<file path="src/rtl/riscv_conv_tile_sched.sv">
// riscv_conv_tile_sched
//   Run sequencer for the 3x3 Winograd engine. One run produces one 2x2
//   output tile: optionally fetch the N_W kernel weights, fetch the TILE x TILE
//   input tile (row-major, strided rows), pulse the engine start, wait for
//   done, then write the OUT x OUT results back (strided rows).
//
// Ports
//   clk, rst          : clock, synchronous active-high reset
//   start_i, cfg_*_i  : run request and run configuration (captured in IDLE)
//   busy_o, done_o    : run in progress / one-cycle completion pulse
//   data_*            : LSU-style req/gnt/rvalid port, one outstanding access
//   eng_wload_o/widx  : weight strobe/index toward the engine
//   eng_dvalid_o/didx : tile-word strobe/index toward the engine
//   eng_data_o        : registered read data for either strobe
//   eng_start_o       : one-cycle compute start
//   eng_done_i, eng_y_i : compute finished, {y3,y2,y1,y0}
//
// Optional feature: define RISCV_CONV_SCHED_RELU_EN to add relu_i. When the
//   captured relu_i is 1, every negative result is written back as 0.
module riscv_conv_tile_sched #(
  parameter int N_W  = 9,
  parameter int TILE = 4,
  parameter int OUT  = 2
) (
  input  logic         clk,
  input  logic         rst,
  input  logic         start_i,
  input  logic         cfg_wload_i,
  input  logic [31:0]  cfg_w_addr_i,
  input  logic [31:0]  cfg_in_addr_i,
  input  logic [31:0]  cfg_in_stride_i,
  input  logic [31:0]  cfg_out_addr_i,
  input  logic [31:0]  cfg_out_stride_i,
`ifdef RISCV_CONV_SCHED_RELU_EN
  input  logic         relu_i,
`endif
  output logic         busy_o,
  output logic         done_o,
  output logic         data_req_o,
  input  logic         data_gnt_i,
  input  logic         data_rvalid_i,
  output logic         data_we_o,
  output logic [31:0]  data_addr_o,
  output logic [31:0]  data_wdata_o,
  input  logic [31:0]  data_rdata_i,
  output logic         eng_wload_o,
  output logic [3:0]   eng_widx_o,
  output logic         eng_dvalid_o,
  output logic [3:0]   eng_didx_o,
  output logic [31:0]  eng_data_o,
  output logic         eng_start_o,
  input  logic         eng_done_i,
  input  logic [127:0] eng_y_i
);

  localparam logic [3:0] S_IDLE    = 4'd0;
  localparam logic [3:0] S_W_REQ   = 4'd1;
  localparam logic [3:0] S_W_WAIT  = 4'd2;
  localparam logic [3:0] S_D_REQ   = 4'd3;
  localparam logic [3:0] S_D_WAIT  = 4'd4;
  localparam logic [3:0] S_START   = 4'd5;
  localparam logic [3:0] S_COMPUTE = 4'd6;
  localparam logic [3:0] S_WB_REQ  = 4'd7;
  localparam logic [3:0] S_WB_WAIT = 4'd8;
  localparam logic [3:0] S_DONE    = 4'd9;

  localparam logic [3:0] W_LAST = 4'(N_W - 1);
  localparam logic [3:0] D_LAST = 4'(TILE * TILE - 1);
  localparam logic [3:0] O_LAST = 4'(OUT * OUT - 1);

  typedef struct packed {
    logic [31:0] w_addr;
    logic [31:0] in_addr;
    logic [31:0] in_stride;
    logic [31:0] out_addr;
    logic [31:0] out_stride;
    logic        relu;
  } cfg_t;

  logic [3:0]   state_q, state_d;
  logic [3:0]   cnt_q, cnt_d;        // k, i or j depending on phase
  cfg_t         cfg_q, cfg_d;
  logic [127:0] y_q, y_d;
  logic         eng_wload_q, eng_wload_d;
  logic         eng_dvalid_q, eng_dvalid_d;
  logic [3:0]   eng_idx_q, eng_idx_d;
  logic [31:0]  eng_data_q, eng_data_d;

  logic         relu_in;
  logic [31:0]  cnt32, w_addr, t_addr, o_addr, y_sel, wb_data;

`ifdef RISCV_CONV_SCHED_RELU_EN
  assign relu_in = relu_i;
`else
  assign relu_in = 1'b0;
`endif

  // Address generation from the running index; all sums wrap mod 2^32.
  assign cnt32  = 32'(cnt_q);
  assign w_addr = cfg_q.w_addr + (cnt32 << 2);
  assign t_addr = cfg_q.in_addr + (cnt32 / 32'(TILE)) * cfg_q.in_stride
                + ((cnt32 % 32'(TILE)) << 2);
  assign o_addr = cfg_q.out_addr + (cnt32 / 32'(OUT)) * cfg_q.out_stride
                + ((cnt32 % 32'(OUT)) << 2);

  assign y_sel   = y_q[32*cnt_q[1:0] +: 32];
  assign wb_data = (cfg_q.relu && y_sel[31]) ? 32'd0 : y_sel;

  always_comb begin
    state_d      = state_q;
    cnt_d        = cnt_q;
    cfg_d        = cfg_q;
    y_d          = y_q;
    eng_wload_d  = 1'b0;
    eng_dvalid_d = 1'b0;
    eng_idx_d    = eng_idx_q;
    eng_data_d   = eng_data_q;
    case (state_q)
      S_IDLE: if (start_i) begin
        cfg_d   = '{cfg_w_addr_i, cfg_in_addr_i, cfg_in_stride_i,
                    cfg_out_addr_i, cfg_out_stride_i, relu_in};
        cnt_d   = '0;
        state_d = cfg_wload_i ? S_W_REQ : S_D_REQ;
      end
      S_W_REQ: if (data_gnt_i) state_d = S_W_WAIT;
      S_W_WAIT: if (data_rvalid_i) begin
        eng_wload_d = 1'b1;
        eng_idx_d   = cnt_q;
        eng_data_d  = data_rdata_i;
        if (cnt_q == W_LAST) begin
          cnt_d   = '0;
          state_d = S_D_REQ;
        end else begin
          cnt_d   = cnt_q + 4'd1;
          state_d = S_W_REQ;
        end
      end
      S_D_REQ: if (data_gnt_i) state_d = S_D_WAIT;
      S_D_WAIT: if (data_rvalid_i) begin
        eng_dvalid_d = 1'b1;
        eng_idx_d    = cnt_q;
        eng_data_d   = data_rdata_i;
        if (cnt_q == D_LAST) begin
          cnt_d   = '0;
          state_d = S_START;
        end else begin
          cnt_d   = cnt_q + 4'd1;
          state_d = S_D_REQ;
        end
      end
      S_START: state_d = S_COMPUTE;
      S_COMPUTE: if (eng_done_i) begin
        y_d     = eng_y_i;
        cnt_d   = '0;
        state_d = S_WB_REQ;
      end
      S_WB_REQ: if (data_gnt_i) state_d = S_WB_WAIT;
      S_WB_WAIT: if (data_rvalid_i) begin
        if (cnt_q == O_LAST) begin
          cnt_d   = '0;
          state_d = S_DONE;
        end else begin
          cnt_d   = cnt_q + 4'd1;
          state_d = S_WB_REQ;
        end
      end
      S_DONE:  state_d = S_IDLE;
      default: state_d = S_IDLE;
    endcase
  end

  always_ff @(posedge clk) begin
    if (rst) begin
      state_q      <= S_IDLE;
      cnt_q        <= '0;
      cfg_q        <= '0;
      y_q          <= '0;
      eng_wload_q  <= 1'b0;
      eng_dvalid_q <= 1'b0;
      eng_idx_q    <= '0;
      eng_data_q   <= '0;
    end else begin
      state_q      <= state_d;
      cnt_q        <= cnt_d;
      cfg_q        <= cfg_d;
      y_q          <= y_d;
      eng_wload_q  <= eng_wload_d;
      eng_dvalid_q <= eng_dvalid_d;
      eng_idx_q    <= eng_idx_d;
      eng_data_q   <= eng_data_d;
    end
  end

  // Request fields are pure functions of state/index/config, so they stay
  // stable for as long as the REQ state waits on gnt.
  always_comb begin
    data_req_o   = 1'b0;
    data_we_o    = 1'b0;
    data_addr_o  = '0;
    data_wdata_o = '0;
    case (state_q)
      S_W_REQ:  begin data_req_o = 1'b1; data_addr_o = w_addr; end
      S_D_REQ:  begin data_req_o = 1'b1; data_addr_o = t_addr; end
      S_WB_REQ: begin
        data_req_o   = 1'b1;
        data_we_o    = 1'b1;
        data_addr_o  = o_addr;
        data_wdata_o = wb_data;
      end
      default: ;
    endcase
  end

  assign busy_o       = (state_q != S_IDLE);
  assign done_o       = (state_q == S_DONE);
  assign eng_start_o  = (state_q == S_START);
  assign eng_wload_o  = eng_wload_q;
  assign eng_dvalid_o = eng_dvalid_q;
  assign eng_widx_o   = eng_idx_q;
  assign eng_didx_o   = eng_idx_q;
  assign eng_data_o   = eng_data_q;

endmodule

</file>
<file path="config.mk">
export PLATFORM = sky130hd
export DESIGN_NAME = riscv_conv_tile_sched
export DESIGN_NICKNAME = d
export VERILOG_FILES = /design/src/rtl/riscv_conv_tile_sched.sv
export SDC_FILE = /design/constraint.sdc
export NUM_CORES = 1
export LEC_CHECK = 0
export CORE_ASPECT_RATIO = 1.4
export CORE_MARGIN = 3
export CORE_UTILIZATION = 47
export DETAILED_ROUTE_END_ITERATION = 12
export GPL_TIMING_DRIVEN = 0
export HOLD_SLACK_MARGIN = 0.15
export PLACE_DENSITY_LB_ADDON = 0.05
export REMOVE_ABC_BUFFERS = 1
export SYNTH_ARGS = -nofsm -noshare
export SYNTH_HDL_FRONTEND = slang
export SYNTH_SLANG_ARGS = --single-unit
</file>
<file path="constraint.sdc">
create_clock -name clk -period 6.1 [get_ports clk]
set_input_delay 1.22 -clock clk [delete_from_list [all_inputs] [get_ports clk]]
set_output_delay 1.22 -clock clk [all_outputs]
set_load 0.05 [all_outputs]
</file>
==> metrics.txt, run 1 <==
total gr overflow 0; Reg clk slew, reported paths 60 ps; placed insts 3440; Fillers 3796; Final Hold Fails 0; Yosys reg bits 334; CP cell instances buf_12 -> nand2_4 -> fa_1 -> fa_1 -> fa_1 -> inv_2 -> ha_4 -> inv_2 -> fa_2 -> nor2b_2 -> o31a_1 -> o21bai_4 -> a311o_1 -> a21boi_2 -> mux2i_2 -> a21oi_2 -> o21ai_2 -> buf_6; most frequent CP cell fa_1; vias in the first global route 19200; DRT Pass-1 Iters 5; WP depth 18; CTS tree yes; clock sink count 334; Multi-input gate area 13900 µm²; # DRC 0; GRT Max-Usage Layer met2; layout cell share with drive strength beyond 1 9.44%; setup ws final -15.1 ps; Setup crit end kind primary output; Syn Area/Cell 8.00 µm²; area delta synth->final 34.5%; Post-Synthesis Cells 2608; outcome complete, but fails checks; number of synthesized flops with an enable pin 0; Longest Clk Path Bufs 3; Initial DRC Count 932; ys async rst share 0%; max-slew violation count 0; final WL 64400 µm; Buf+Inv Stages, Crit Path 4; Worst Path Max Fanout 4; HPWL Detailed 46100 µm; Nets 3505; Layout Skew 20.5 ps; Die X 184 µm; Max-Cap Viols 0; Reg area 6700 µm²; clock root cell clkbuf_16; worst path arrival time 4900 ps; fin crit share 100%; worst path required time 4880 ps; cts bufs inserted 37; sequential fraction of the synthesis area 32.1%; Hold Path Class reg2reg; failing checks setup timing; Pwr Total 7.81 mW; R2R depth 7; synth warn 0; critical path's top delay family adder cells; Unique masters post-synth 75; LEAKAGE 11.3 nW; total die area 47000 µm²; slowest cell delay on critical path 520 ps; CP Launch Type register; global-route wire length before repair 98900 µm; initial antenna violation count 2; Net Sw Power 2.82 mW; FP Rows 90; Avg WL per Cell 18.2 µm; grt met1 use 29.5%; gr usage total 26.3%; Die H 255 µm; Rel. slew slack 34.6%; routed vias/inst 5.45; Seq pwr share 35.7%; ys flop type dfxtp_1; number of port buffers 437; critical path's slowest cell fa_1; Logic pwr share 32.7%; Pwr Density 279 nW/µm²; post-layout min period 6120 ps; final setup fails 1; Initial Utilization 48.0%; routed vias 19300; GRT met2 Usage 48.2%; Post-Syn Area 20900 µm²; clock network fraction of total power 31.6%; largest net degree at the start of global routing 163; Int Pwr 4.99 mW; hold path depth 2; Core Area 43500 µm²; Worst Setup Path Type reg2out; Worst-Skew Late Latency 560 ps; antenna-violating nets left 0; RSZ-0062 raised after global routing true; met3 Usage GRT 7.62%; Worst VDD drop 0.314 mV; fin cells 3540; htree depth 2; Sw Share 36.1%; routability cong. 0.919; Worst Max-Slew Pin Slew 982 ps; fmax 164 MHz; Ports 438
## worst min-delay path, stage by stage (launching register included)
cell	delay, ps
dfxtp_1	300
nand2_1	50
a21oi_1	50
## cell usage in the layout (no fill, tap or decap), types with 30 or more instances in the layout
cell and n:
nand2_1 735, xor2_1 32, clkdlybuf4s50_1 411, clkbuf_16 39, ha_1 93, inv_1 90
a21oi_1 376, xnor2_1 49, mux4_2 32, nor2_1 53, and2_1 151, fa_1 91
a21o_1 30, o21ai_0 45, buf_4 30, dfxtp_1 329
## worst paths after layout
| check | start | to | slack, ps |
|---|---|---|---|
| worst min register to register | eng_data_o[23] | eng_data_o[23] | 450 |
| worst max register to register | state_q[1] | state_q[1] | 3120 |
| worst max-delay path | cnt_q[2] | data_addr_o[28] | -20 |
| worst min-delay path | eng_data_o[23] | eng_data_o[23] | 450 |
## area by class of cell
cell class                 instances  area share [%]
antenna                            2          0.0178
clock buffer                      49            3.75
clock inverter                    17            1.07
inverter                          94            1.26
multi-input combinational       2012            49.5
sequential                       334            23.9
tap                              552            2.46
timing repair buffer             480            18.0
## cells in the mapped netlist, types with 4 or more instances
cell | n | share of area, %
a21oi_1 | 388 | 9.3
or3_1 | 5 | 0.15
clkbuf_1 | 147 | 2.6
o21bai_1 | 8 | 0.29
o21a_1 | 9 | 0.32
buf_2 | 8 | 0.19
or2_2 | 4 | 0.12
ha_1 | 125 | 7.5
fa_1 | 94 | 9.0
nor3b_1 | 4 | 0.14
dfxtp_1 | 334 | 32
a21o_1 | 30 | 1.1
buf_4 | 4 | 0.14
and4_1 | 6 | 0.25
nor2_1 | 56 | 1.0
nor3_1 | 16 | 0.38
and2_1 | 152 | 4.6
o211ai_1 | 5 | 0.18
nand2b_1 | 19 | 0.57
o32ai_1 | 4 | 0.17
buf_1 | 8 | 0.14
a31oi_1 | 10 | 0.30
a22oi_1 | 7 | 0.25
a211o_1 | 7 | 0.29
o31ai_1 | 5 | 0.18
xnor2_1 | 49 | 2.1
inv_1 | 94 | 1.7
mux2i_1 | 17 | 0.82
nand3_1 | 35 | 0.84
o21ai_0 | 50 | 1.2
a311oi_1 | 4 | 0.17
o22ai_1 | 13 | 0.39
and3_1 | 15 | 0.45
nor2b_1 | 9 | 0.27
mux4_2 | 32 | 3.5
xor2_1 | 33 | 1.4
nand2_1 | 740 | 13
a211oi_1 | 10 | 0.36
nand4_1 | 9 | 0.27
## kinds of logic (layout without fill, tap and decap cells)
family                   after synthesis  after routing  synth area share [%]
multiplexers                          49             49                  4.27
AO/OA/AOI/OAI                        583            583                  16.2
adder cells (fa/ha/maj)              219            219                  16.5
flip-flops                           334            334                  32.1
XOR/XNOR                              82             82                  3.44
other                                  0              2                     0
buffers and inverters                262            640                  4.84
AND/OR/NAND/NOR                     1079           1079                  22.7
## metal layers
metal	routed length, µm	share of wire [%]	up-vias
li1	-	-	9417
met1	24500	38	9238
met2	33200	52	531
met5	13	0.020	-
met4	1710	2.7	2
met3	5040	7.8	94
## stage by stage
| stage | hold slack, ps | util [%] | setup TNS [ps] | cell area [µm²] | worst slack [ps] |
|---|---|---|---|---|---|
| final | 450 | 64.5 | -15.1 | 28100 | -15.1 |
| after global routing | 470 | 64.5 | -982 | 28000 | -189 |
| after CTS | 452 | 63.0 | -759 | 27400 | -167 |
| after detailed placement | 443 | 58.9 | -13390 | 25600 | -978 |
| after global placement | 439 | 58.1 | -1558650 | 25300 | -5090 |
| after floorplan | 427 | - | -11210 | 20200 | -952 |
## power groups by stage
| stage | registers, mW | logic (mW) | clock network [mW] |
|---|---|---|---|
| after global placement | 2.89 | 2.36 | 0 |
| after detailed placement | 2.86 | 2.38 | 0 |
| after CTS | 2.79 | 2.49 | 2.52 |
| final | 2.79 | 2.55 | 2.47 |
| after global routing | 2.84 | 2.80 | 2.61 |
| after floorplan | 2.94 | 1.35 | 0 |
## registers in the layout, indices dropped and copies added (netlist names)
register      flops
cfg_q           160
y_q             128
eng_data_o       32
cnt_q             4
eng_didx_o        4
state_q           4
eng_dvalid_o      1
eng_wload_o       1
## timing repair
item | in CTS | in global routing
setup buffers | 14 | 12
endpoints found under the setup margin | 29 | 59
hold endpoints to repair | 0 | 0
cloned | 5 | 1
hold buffers | 0 | 0
pin swaps | 17 | 44
resized for setup | 151 | 126
No activity file was read; power rests on OpenSTA's default activity.
==> run 2: changes to the inputs <==
--- a/config.mk
+++ b/config.mk
@@ -7,12 +7,15 @@
 export LEC_CHECK = 0
 export CORE_ASPECT_RATIO = 1.4
 export CORE_MARGIN = 3
-export CORE_UTILIZATION = 47
+export CORE_UTILIZATION = 59
 export DETAILED_ROUTE_END_ITERATION = 12
+export DONT_BUFFER_PORTS = 1
+export GPL_ROUTABILITY_DRIVEN = 0
 export GPL_TIMING_DRIVEN = 0
 export HOLD_SLACK_MARGIN = 0.15
 export PLACE_DENSITY_LB_ADDON = 0.05
 export REMOVE_ABC_BUFFERS = 1
+export SLEW_MARGIN = 20
 export SYNTH_ARGS = -nofsm -noshare
 export SYNTH_HDL_FRONTEND = slang
 export SYNTH_SLANG_ARGS = --single-unit
==> metrics.txt, run 2 (synthesized netlist as in run 1, its figures left out) <==
outcome finished, final reports clean; Reg clk slew, reported paths 70 ps (about the same); Max-Cap Viols 0 (unchanged); Pwr Total 7.06 mW (-9.7%); FP Rows 80 (-11%); gr usage total 29.7% (+3.4 points); global-route wire length before repair 90800 µm (-8.2%); Worst-Skew Late Latency 540 ps (-20 ps); most common cell after layout, fill and taps aside nand2_1; vias in the first global route 18000 (-6.0%); Worst Path Max Fanout 10 (+6); largest net degree at the start of global routing 332 (+100%); clock sink count 334 (unchanged); area delta synth->final 10.7%; LEAKAGE 9.35 nW (-17%); worst path arrival time 4840 ps (-60 ps); Die X 165 µm (-10%); Ports 438 (unchanged); number of port buffers 0 (-100%); worst path required time 4880 ps (about the same); Largest Register cfg_q; layout cell share with drive strength beyond 1 9.21% (-0.24 points); Worst Max-Slew Pin Slew 1170 ps (+187 ps); Worst VDD drop 0.319 mV (+1.5%); Core Area 34400 µm² (-21%); routed vias 17700 (-8.2%); Fillers 3007 (-21%); fin crit share 99.3% (-0.94 points); Avg WL per Cell 19.2 µm (+5.8%); Setup crit end kind primary output; htree depth 2 (unchanged); max reg flops 160 (unchanged); Longest Clk Path Bufs 3 (unchanged); Pwr Density 306 nW/µm² (+9.7%); antenna-violating nets left 0 (unchanged); cts bufs inserted 36 (-2.7%); Rel. slew slack 23.2% (-11 points); total die area 37700 µm² (-20%); CP Launch Type register; RSZ-0062 raised after global routing true; Hold Path Class reg2reg; DRT Pass-1 Iters 5 (unchanged); fmax 165 MHz (+0.95%); CTS tree yes; Die H 228 µm (-10%); max-slew violation count 0 (unchanged); Final Hold Fails 0 (unchanged); Reg area 6700 µm² (unchanged); post-layout min period 6060 ps (-57.4 ps); Multi-input gate area 13800 µm² (-0.67%); final setup fails 0 (-1); Worst Setup Path Type reg2out; Initial Utilization 60.6% (+13 points); final WL 57700 µm (-10%); clock root cell clkbuf_16; # DRC 0 (unchanged); initial antenna violation count 4 (+2); Layout Skew 18.9 ps (-1.59 ps); total gr overflow 0 (unchanged); Initial DRC Count 983 (+5.5%); Nets 3062 (-13%); HPWL Detailed 41000 µm (-11%); most frequent cells in the layout 738 x nand2_1, 381 x a21oi_1, 329 x dfxtp_1, 151 x and2_1, 106 x ha_1; WHS 447 ps (-3.74 ps); routed vias/inst 5.91 (+8.5%)
==> run 2: through the flow <==
step | cell area [µm²] | util [%] | instances | TNS (ps) | setup slack [ps]
2_1_floorplan | 20200 | - | 2440 | -11210 | -952
6_report | 23100 | 67.0 | 2996 | 0 | 42.3
3_5_place_dp | 21100 | 61.4 | 2904 | -3100 | -376
4_1_cts | 22700 | 65.9 | 2985 | -74.1 | -48.7
3_3_place_gp | 20800 | 60.3 | 2891 | -176050 | -2610
5_1_grt | 23100 | 67.0 | 2995 | -320 | -56.5
==> run 2: critical path, stage by stage (launching register included) <==
cell and delay (ps):
dfxtp_4 400, buf_4 200, and2_1 170, fa_1 570, fa_1 430, ha_1 330, ha_4 290, o21a_1 200
o21ai_0 220, o31ai_1 520, xor2_1 260, a22oi_1 100, o21ai_1 600
==> run 2: power by group <==
| part | switching [mW] | internal (mW) |
|---|---|---|
| registers | 0.442 | 2.49 |
| clock network | 0.915 | 1.20 |
| logic | 1.31 | 0.697 |
| total | 2.67 | 4.39 |
==> run 2: final timing paths <==
check                           startpoint         endpoint  slack (ps)  depth (start not counted)
worst max-delay path              cnt_q[1]  data_addr_o[11]          40                         12
worst min-delay path               y_q[83]          y_q[83]         450                          2
worst max register to register  state_q[2]       state_q[1]        2650                          7
worst min register to register     y_q[83]          y_q[83]         450                          2
==> run 2: layer usage <==
layer	vias up	track usage [%]	part of all wire, %
li1	8534	-	-
met1	8502	31.7	36
met2	545	54.0	51
met3	116	9.92	9.2
met4	2	9.86	3.5
met5	-	0	0.023
==> run 2: area by class of cell <==
class	count	share of cell area [%]
Inverter	94	1.54
Clock buffer	53	4.53
Clock inverter	11	0.369
Tap cell	451	2.44
Timing Repair Buffer	38	2.30
Antenna cell	3	0.0325
Sequential cell	334	29.0
Multi-Input combinational cell	2012	59.8
==> run 2: timing repair <==
item / CTS / global route
setup endpoints to repair: 25 / 21
hold endpoints to repair: 0 / 0
gates resized for setup: 49 / 55
buffers inserted: 17 / 7
cloned: 0 / 1
hold buffers: 0 / 0
pin swaps: 14 / 23
